<file path="src/rtl/mux_arbiter.sv">
// Round-robin arbiter for a 2:1 mux datapath: registered grants and mux select,
// with a bounded hold time that forces a hand-over when the other side is waiting.
module mux_arbiter #(
  parameter int MAX_HOLD = 15,
  parameter int CNT_W    = 4
) (
  input  logic i_clk,
  input  logic i_rst_n,
  input  logic i_req0,
  input  logic i_req1,
  output logic o_grant0,
  output logic o_grant1,
  output logic o_control,
  output logic o_busy,
  output logic o_timeout
);

  typedef enum logic [1:0] {
    S_IDLE = 2'd0,
    S_G0   = 2'd1,
    S_G1   = 2'd2
  } state_t;

  localparam logic [CNT_W-1:0] CNT_MAX = CNT_W'(MAX_HOLD - 1);

  state_t           r_state;
  logic [CNT_W-1:0] r_cnt;
  logic             r_last;
  logic             r_control;
  logic             r_timeout;
  logic             r_grant0;
  logic             r_grant1;
  logic             r_busy;

  state_t           w_state_next;
  logic [CNT_W-1:0] w_cnt_next;
  logic             w_last_next;
  logic             w_control_next;
  logic             w_timeout_next;

  always_comb begin
    w_state_next   = r_state;
    w_cnt_next     = r_cnt;
    w_last_next    = r_last;
    w_control_next = r_control;
    w_timeout_next = 1'b0;
    case (r_state)
      S_IDLE: begin
        w_cnt_next = '0;
        // r_last names the requester served most recently, so a tie goes to the other
        if (i_req0 && i_req1) begin
          w_state_next   = r_last ? S_G0 : S_G1;
          w_control_next = ~r_last;
        end else if (i_req0) begin
          w_state_next   = S_G0;
          w_control_next = 1'b0;
        end else if (i_req1) begin
          w_state_next   = S_G1;
          w_control_next = 1'b1;
        end
      end
      S_G0: begin
        if (!i_req0) begin
          w_last_next = 1'b0;
          w_cnt_next  = '0;
          if (i_req1) begin
            w_state_next   = S_G1;
            w_control_next = 1'b1;
          end else begin
            w_state_next = S_IDLE;
          end
        end else if (i_req1) begin
          if (r_cnt == CNT_MAX) begin
            w_state_next   = S_G1;
            w_control_next = 1'b1;
            w_last_next    = 1'b0;
            w_timeout_next = 1'b1;
            w_cnt_next     = '0;
          end else begin
            w_cnt_next = r_cnt + 1'b1;
          end
        end
      end
      S_G1: begin
        if (!i_req1) begin
          w_last_next = 1'b1;
          w_cnt_next  = '0;
          if (i_req0) begin
            w_state_next   = S_G0;
            w_control_next = 1'b0;
          end else begin
            w_state_next = S_IDLE;
          end
        end else if (i_req0) begin
          if (r_cnt == CNT_MAX) begin
            w_state_next   = S_G0;
            w_control_next = 1'b0;
            w_last_next    = 1'b1;
            w_timeout_next = 1'b1;
            w_cnt_next     = '0;
          end else begin
            w_cnt_next = r_cnt + 1'b1;
          end
        end
      end
      default: begin
        w_state_next = S_IDLE;
        w_cnt_next   = '0;
      end
    endcase
  end

  always_ff @(posedge i_clk or negedge i_rst_n) begin
    if (!i_rst_n) begin
      r_state   <= S_IDLE;
      r_cnt     <= '0;
      r_last    <= 1'b1;
      r_control <= 1'b0;
      r_timeout <= 1'b0;
      r_grant0  <= 1'b0;
      r_grant1  <= 1'b0;
      r_busy    <= 1'b0;
    end else begin
      r_state   <= w_state_next;
      r_cnt     <= w_cnt_next;
      r_last    <= w_last_next;
      r_control <= w_control_next;
      r_timeout <= w_timeout_next;
      r_grant0  <= (w_state_next == S_G0);
      r_grant1  <= (w_state_next == S_G1);
      r_busy    <= (w_state_next != S_IDLE);
    end
  end

  assign o_grant0  = r_grant0;
  assign o_grant1  = r_grant1;
  assign o_control = r_control;
  assign o_busy    = r_busy;
  assign o_timeout = r_timeout;

endmodule

</file>
<file path="config.mk">
export PLATFORM = sky130hd
export DESIGN_NAME = mux_arbiter
export DESIGN_NICKNAME = d
export VERILOG_FILES = /design/src/rtl/mux_arbiter.sv
export SDC_FILE = /design/constraint.sdc
export NUM_CORES = 1
export LEC_CHECK = 0
export ABC_AREA = 0
export CAP_MARGIN = 20
export CORE_MARGIN = 2
export CORE_UTILIZATION = 52
export DETAILED_ROUTE_END_ITERATION = 8
export GPL_TIMING_DRIVEN = 0
export MAX_ROUTING_LAYER = met4
export PLACE_DENSITY = 0.83
export SYNTH_ARGS = -nofsm -noshare
export SYNTH_HDL_FRONTEND = slang
export SYNTH_SLANG_ARGS = --single-unit
</file>
<file path="constraint.sdc">
create_clock -name i_clk -period 2.3 [get_ports i_clk]
set_input_delay 0.345 -clock i_clk [delete_from_list [all_inputs] [get_ports i_clk]]
set_output_delay 0.345 -clock i_clk [all_outputs]
set_load 0.02 [all_outputs]
</file>
Yosys cells after proc, flatten, opt, wreduce, memory -nomap -nowiden --
Cells that the tools add are included.
Operators by class: $add $sub $neg 1, equal/unequal tests 10, muxes and demuxes 41, bitwise logic cells 1, reductions and logical operators 8
Operators by type and width (number):
- 2-bit 2-to-1 mux | 11
- 1-bit 2-to-1 mux | 20
- 4-bit 2-to-1 mux | 5
- 3-bit != test (second input constant) | 4
- 5-bit AND reduction | 2
- 4-bit one-hot mux with 2 select lines | 1
- 2-bit one-hot mux with 3 select lines | 1
- 4-bit by 1-bit adder with 4-bit output (second input constant) | 1
- 2-bit by 1-bit == test with 1-bit output (second input constant) | 2
- 2-bit == test (second input constant) | 2
- 4-bit == test (second input constant) | 1
- 1-bit one-hot mux with 2 select lines | 2
- 2-bit nonzero test | 2
- 1-bit one-hot mux with 3 select lines | 1
- 3-bit nonzero test | 1
- 2-bit logical NOT | 1
- 2-bit != test (second input constant) | 1
- 2-bit AND reduction | 1
- 1-bit logical AND | 1
- 1-bit inverter | 1
Word-level totals: bits in registers 12, input bits 4, logic and storage cells 69

Depth between registers and ports, before layout --
word-level depth 6, mapped depth 6, mapped depth without buffers 6

Least setup slack after synthesis --
Ideal clock, no wire load.
path type register -> register, from register r_cnt[0], to register r_grant0 (netlist: o_grant0), arrival 1.552 ns, path slack 0.681 ns, stages on the path, launching flop included 7, clock period less this slack 1.619 ns, path through dfrtp_1 > inv_1 > ha_1 > and4_1 > or3_1 > a31oi_2 > and4_1
On the way: word-level cells in the longest chain between the ends 6, elaborated cells between the ends (all ways) 9
RTL lines:
- from (decl) | line 27 | logic [CNT_W-1:0] r_cnt;
- from (signal assigned) | line 125 | r_cnt <= w_cnt_next;
- 4-bit == test * | line 73, 95
- 2-bit 2-to-1 mux, on equally long branches | line 95, 73
- 2-bit 2-to-1 mux, on equally long branches | line 94, 72
- 2-bit 2-to-1 mux, on equally long branches | line 85, 63
- 2-bit one-hot mux with 3 select lines * | line 47 | case (r_state)
- named net w_state_next[0] | line 35 | state_t w_state_next;
- 2-bit by 1-bit == test with 1-bit output * | line 129 | r_grant0 <= (w_state_next == S_G0);
- to (signal assigned) | line 129
- to (decl) | line 31 | logic r_grant0;
The timed path passes the listed nets; every way through them passes the cells marked *. A chain may end at the register's enable or synchronous reset.

Worst setup path in the final report --
from register r_state[1], to register r_cnt[2]
On the way: word-level cells in the longest chain between the ends 3, elaborated cells between the ends (all ways) 6
RTL lines:
- from (decl) | line 26 | state_t r_state;
- from (signal assigned) | line 124 | r_state <= w_state_next;
- 2-bit by 1-bit == test with 1-bit output / 2-bit == test (equally long branches) | line 47
- 3-bit != test (no line)
- 2-bit AND reduction (no line)
Several ways; a longest one is shown, not always the timed one.

==> results.cfg <==
[outcome]
run_status = finished, final reports clean

[drt]
drt-total-wl_um = 1430
firstDrtPassIters = 4
wire_per_inst_um = 14.3
ant_nets = 0
routed-via-count = 592
drt-initial-drc-count = 16
drcViolationCount = 0
vias_per_cell = 5.92

[logic_synthesis]
netlist_area_um2 = 744
yosysUniqueCellTypes = 34
syn_area_per_cell_um2 = 10.2
yosysSeqAreaShare_pct = 40.5
synth_nets = 83
yosys_warnings = 0
synth_seq_cells = 12
syn_inst = 73

[final_layout]
post_route_cells_drive_above_1_share_pct = 17.6
fillers = 97
final_common_cell = dfrtp_1
fin_util_pct = 66.8
nNetsFinal = 96
final_cell_mix = 11 x dfrtp_1, 8 x clkdlybuf4s50_1
antenna_cells = 0
multi_input_area_um2 = 408
area_growth_pct = 18.2
ff_latch_area_um2 = 302

[clocking]
htreeDepth = 1
cts_resized = 0
clock-root-buffer = clkbuf_4
clkSlewWorstSetupHoldPaths_ns = 0.08
clkSinkCount = 12
cts.path.max_buffers = 2
post-cts-setup-buffer-count = 0
tritoncts = yes
numCtsBuffers = 3
hold_buffers = 0
clk_latency_ns = 0.29

[worst_setup_path]
worstPathCellList = inv_1 -> ha_1 -> o2111ai_1 -> or2b_1 -> nor3b_1 -> a211o_2
crit_type = flop to flop
crit_family = compound AO/OA/AOI/OAI gates
critical-path-slowest-cell = dfrtp_1
start_kind = flop
cp_data_arrival_time_ns = 2.01
required_ns = 2.48
crit_path_end_kind = flop
critPathBufInv = 1
startpoint = r_state[1]
worstPathMaxFanout = 6
slowest_delay_ns = 0.46
r2r_start = r_state[1]

[power]
total_power_mw = 0.959
power_frac_clock_pct = 18.4
peakVddDrop_uv = 523
p_sw_mw = 0.362
intPower_mw = 0.597
p_comb_share_pct = 48.1
pwr-share-seq_pct = 33.5
p_sw_share_pct = 37.7
p_per_area_mw_per_mm2 = 1090
leakagePower_nw = 0.378

[timing]
drv_slew = 0
final.setup.tns_ns = 0
whs_ns = 0.394
max-slew-margin-rel_pct = 65.6
period_share_pct = 79.5
finClkSkew_ns = 0.00268
hold_violations = 0
post-route-min-period_ns = 1.83
clock.fmax_mhz = 547
setup_slack_ns = 0.472
finalSetupViolations = 0
tightest_slew_ns = 0.514
rsz0062_at_grt = no

[floorplanning]
core_mm2 = 0.00132
io_pins = 9
die_height_um = 41.8
fp-row-count = 13
dieArea_mm2 = 0.00175
fp.dieW_um = 41.8
start_util_pct = 56.5

[global_routing]
grt_max_degree = 13
grt_pass1_vias = 548
groute.usage.overall_pct = 18.5
antenna_found_initial = 0
grt_overflow_total = 0
grt_first_pass_wirelength_um = 2350

[worst_hold_path]
hold_path_class = input pin to async pin

[place]
io_buffers = 8
hpwl_um = 980
post-place-ws_ns = 0.333
routabilityCongestion = 0.885

[job]
drv_cap = 0
-- cell type report --
cell class                 instances  share of cell area, %
multi-input combinational         53                   46.4
inverter                           6                   2.56
sequential                        12                   34.3
clock buffer                       4                   4.13
buffer                             2                   1.42
timing repair buffer               8                   9.10
tap                               15                   2.13
-- registers in the layout, summed over array words and instances (netlist names) --
signal,count
o_control,1
o_grant1,1
o_grant0,1
r_state,2
r_last,1
o_timeout,1
o_busy,1
r_cnt,4
-- per-layer routing --
metal / track usage [%] / part of all wire, %
met3: 3.91 / 4.4
met1: 22.5 / 49
met2: 28.7 / 44
met5: - / 0
met4: 9.68 / 2.7
-- kinds of logic (layout without fill, tap and decap cells) --
kind of cell	count (synthesis)	count (layout)	share of synthesized area (%)
AOI/OAI and AO/OA	22	22	23.0
xor gates and xnor gates	1	1	1.18
adders and majority gates	6	6	10.1
buffers and inverters	8	20	4.71
DFF	12	12	40.5
muxes	1	1	1.51
and+or+nand+nor	23	23	19.0
-- final timing paths --
path,slack (ns),cells after the start,to
hold reg to reg,0.51,1,r_last
max in group asynchronous,1.54,1,r_last
min in group i_clk,0.51,1,r_last
setup reg to reg,0.47,6,r_cnt[2]
setup / recovery,0.47,6,r_cnt[2]
hold / removal,0.39,1,o_grant0
-- power groups by stage --
stage | Sequential [mW] | Combinational, mW | Clock (mW)
after floorplan | 0.353 | 0.296 | 0
after global placement | 0.323 | 0.448 | 0
after detailed placement | 0.324 | 0.456 | 0
after CTS | 0.321 | 0.460 | 0.181
after global routing | 0.329 | 0.509 | 0.191
final | 0.321 | 0.461 | 0.176
-- cell usage after synthesis --
cell type / instances / share of area, %
nand3b_1: 1 / 1.0
a31oi_4: 1 / 2.9
xor2_1: 1 / 1.2
nor2_1: 2 / 1.0
a31oi_1: 2 / 1.7
o22a_1: 1 / 1.2
buf_2: 1 / 0.67
nand4_1: 2 / 1.7
o32ai_1: 1 / 1.2
and3b_1: 1 / 1.2
buf_4: 1 / 1.0
inv_1: 6 / 3.0
a31oi_2: 1 / 1.7
or3_1: 1 / 0.84
a311o_1: 1 / 1.3
and4_1: 3 / 3.5
nand3_1: 1 / 0.67
a21oi_1: 4 / 2.7
o21bai_1: 1 / 1.0
dfstp_2: 1 / 3.5
ha_1: 6 / 10
or2_2: 1 / 0.84
nand2b_1: 1 / 0.84
a211o_2: 1 / 1.3
nand2_1: 6 / 3.0
a21bo_2: 1 / 1.3
o2111ai_1: 1 / 1.2
nor3b_1: 2 / 2.0
or2b_1: 1 / 1.0
dfrtp_1: 11 / 37
mux2_2: 1 / 1.5
o21ai_0: 6 / 4.0
nand3_2: 1 / 1.3
a311o_2: 1 / 1.5
-- per-stage QoR --
| stage | cell area (um^2) | cells |
|---|---|---|
| 2_1_floorplan | 744 | 73 |
| 3_3_place_gp | 843 | 96 |
| 3_5_place_dp | 843 | 96 |
| 4_1_cts | 880 | 100 |
| 5_1_grt | 880 | 100 |
| 6_report | 880 | 100 |
-- worst reg2reg max path, delay by kind of cell, from the launching register on --
| kind | cells | cell delay (ns) |
|---|---|---|
| fa+ha+maj | 1 | 0.27 |
| buf+inv | 1 | 0.11 |
| compound gates | 2 | 0.60 |
| simple gates | 2 | 0.29 |
| flops | 1 | 0.46 |
(Power assumes the default switching activity.)
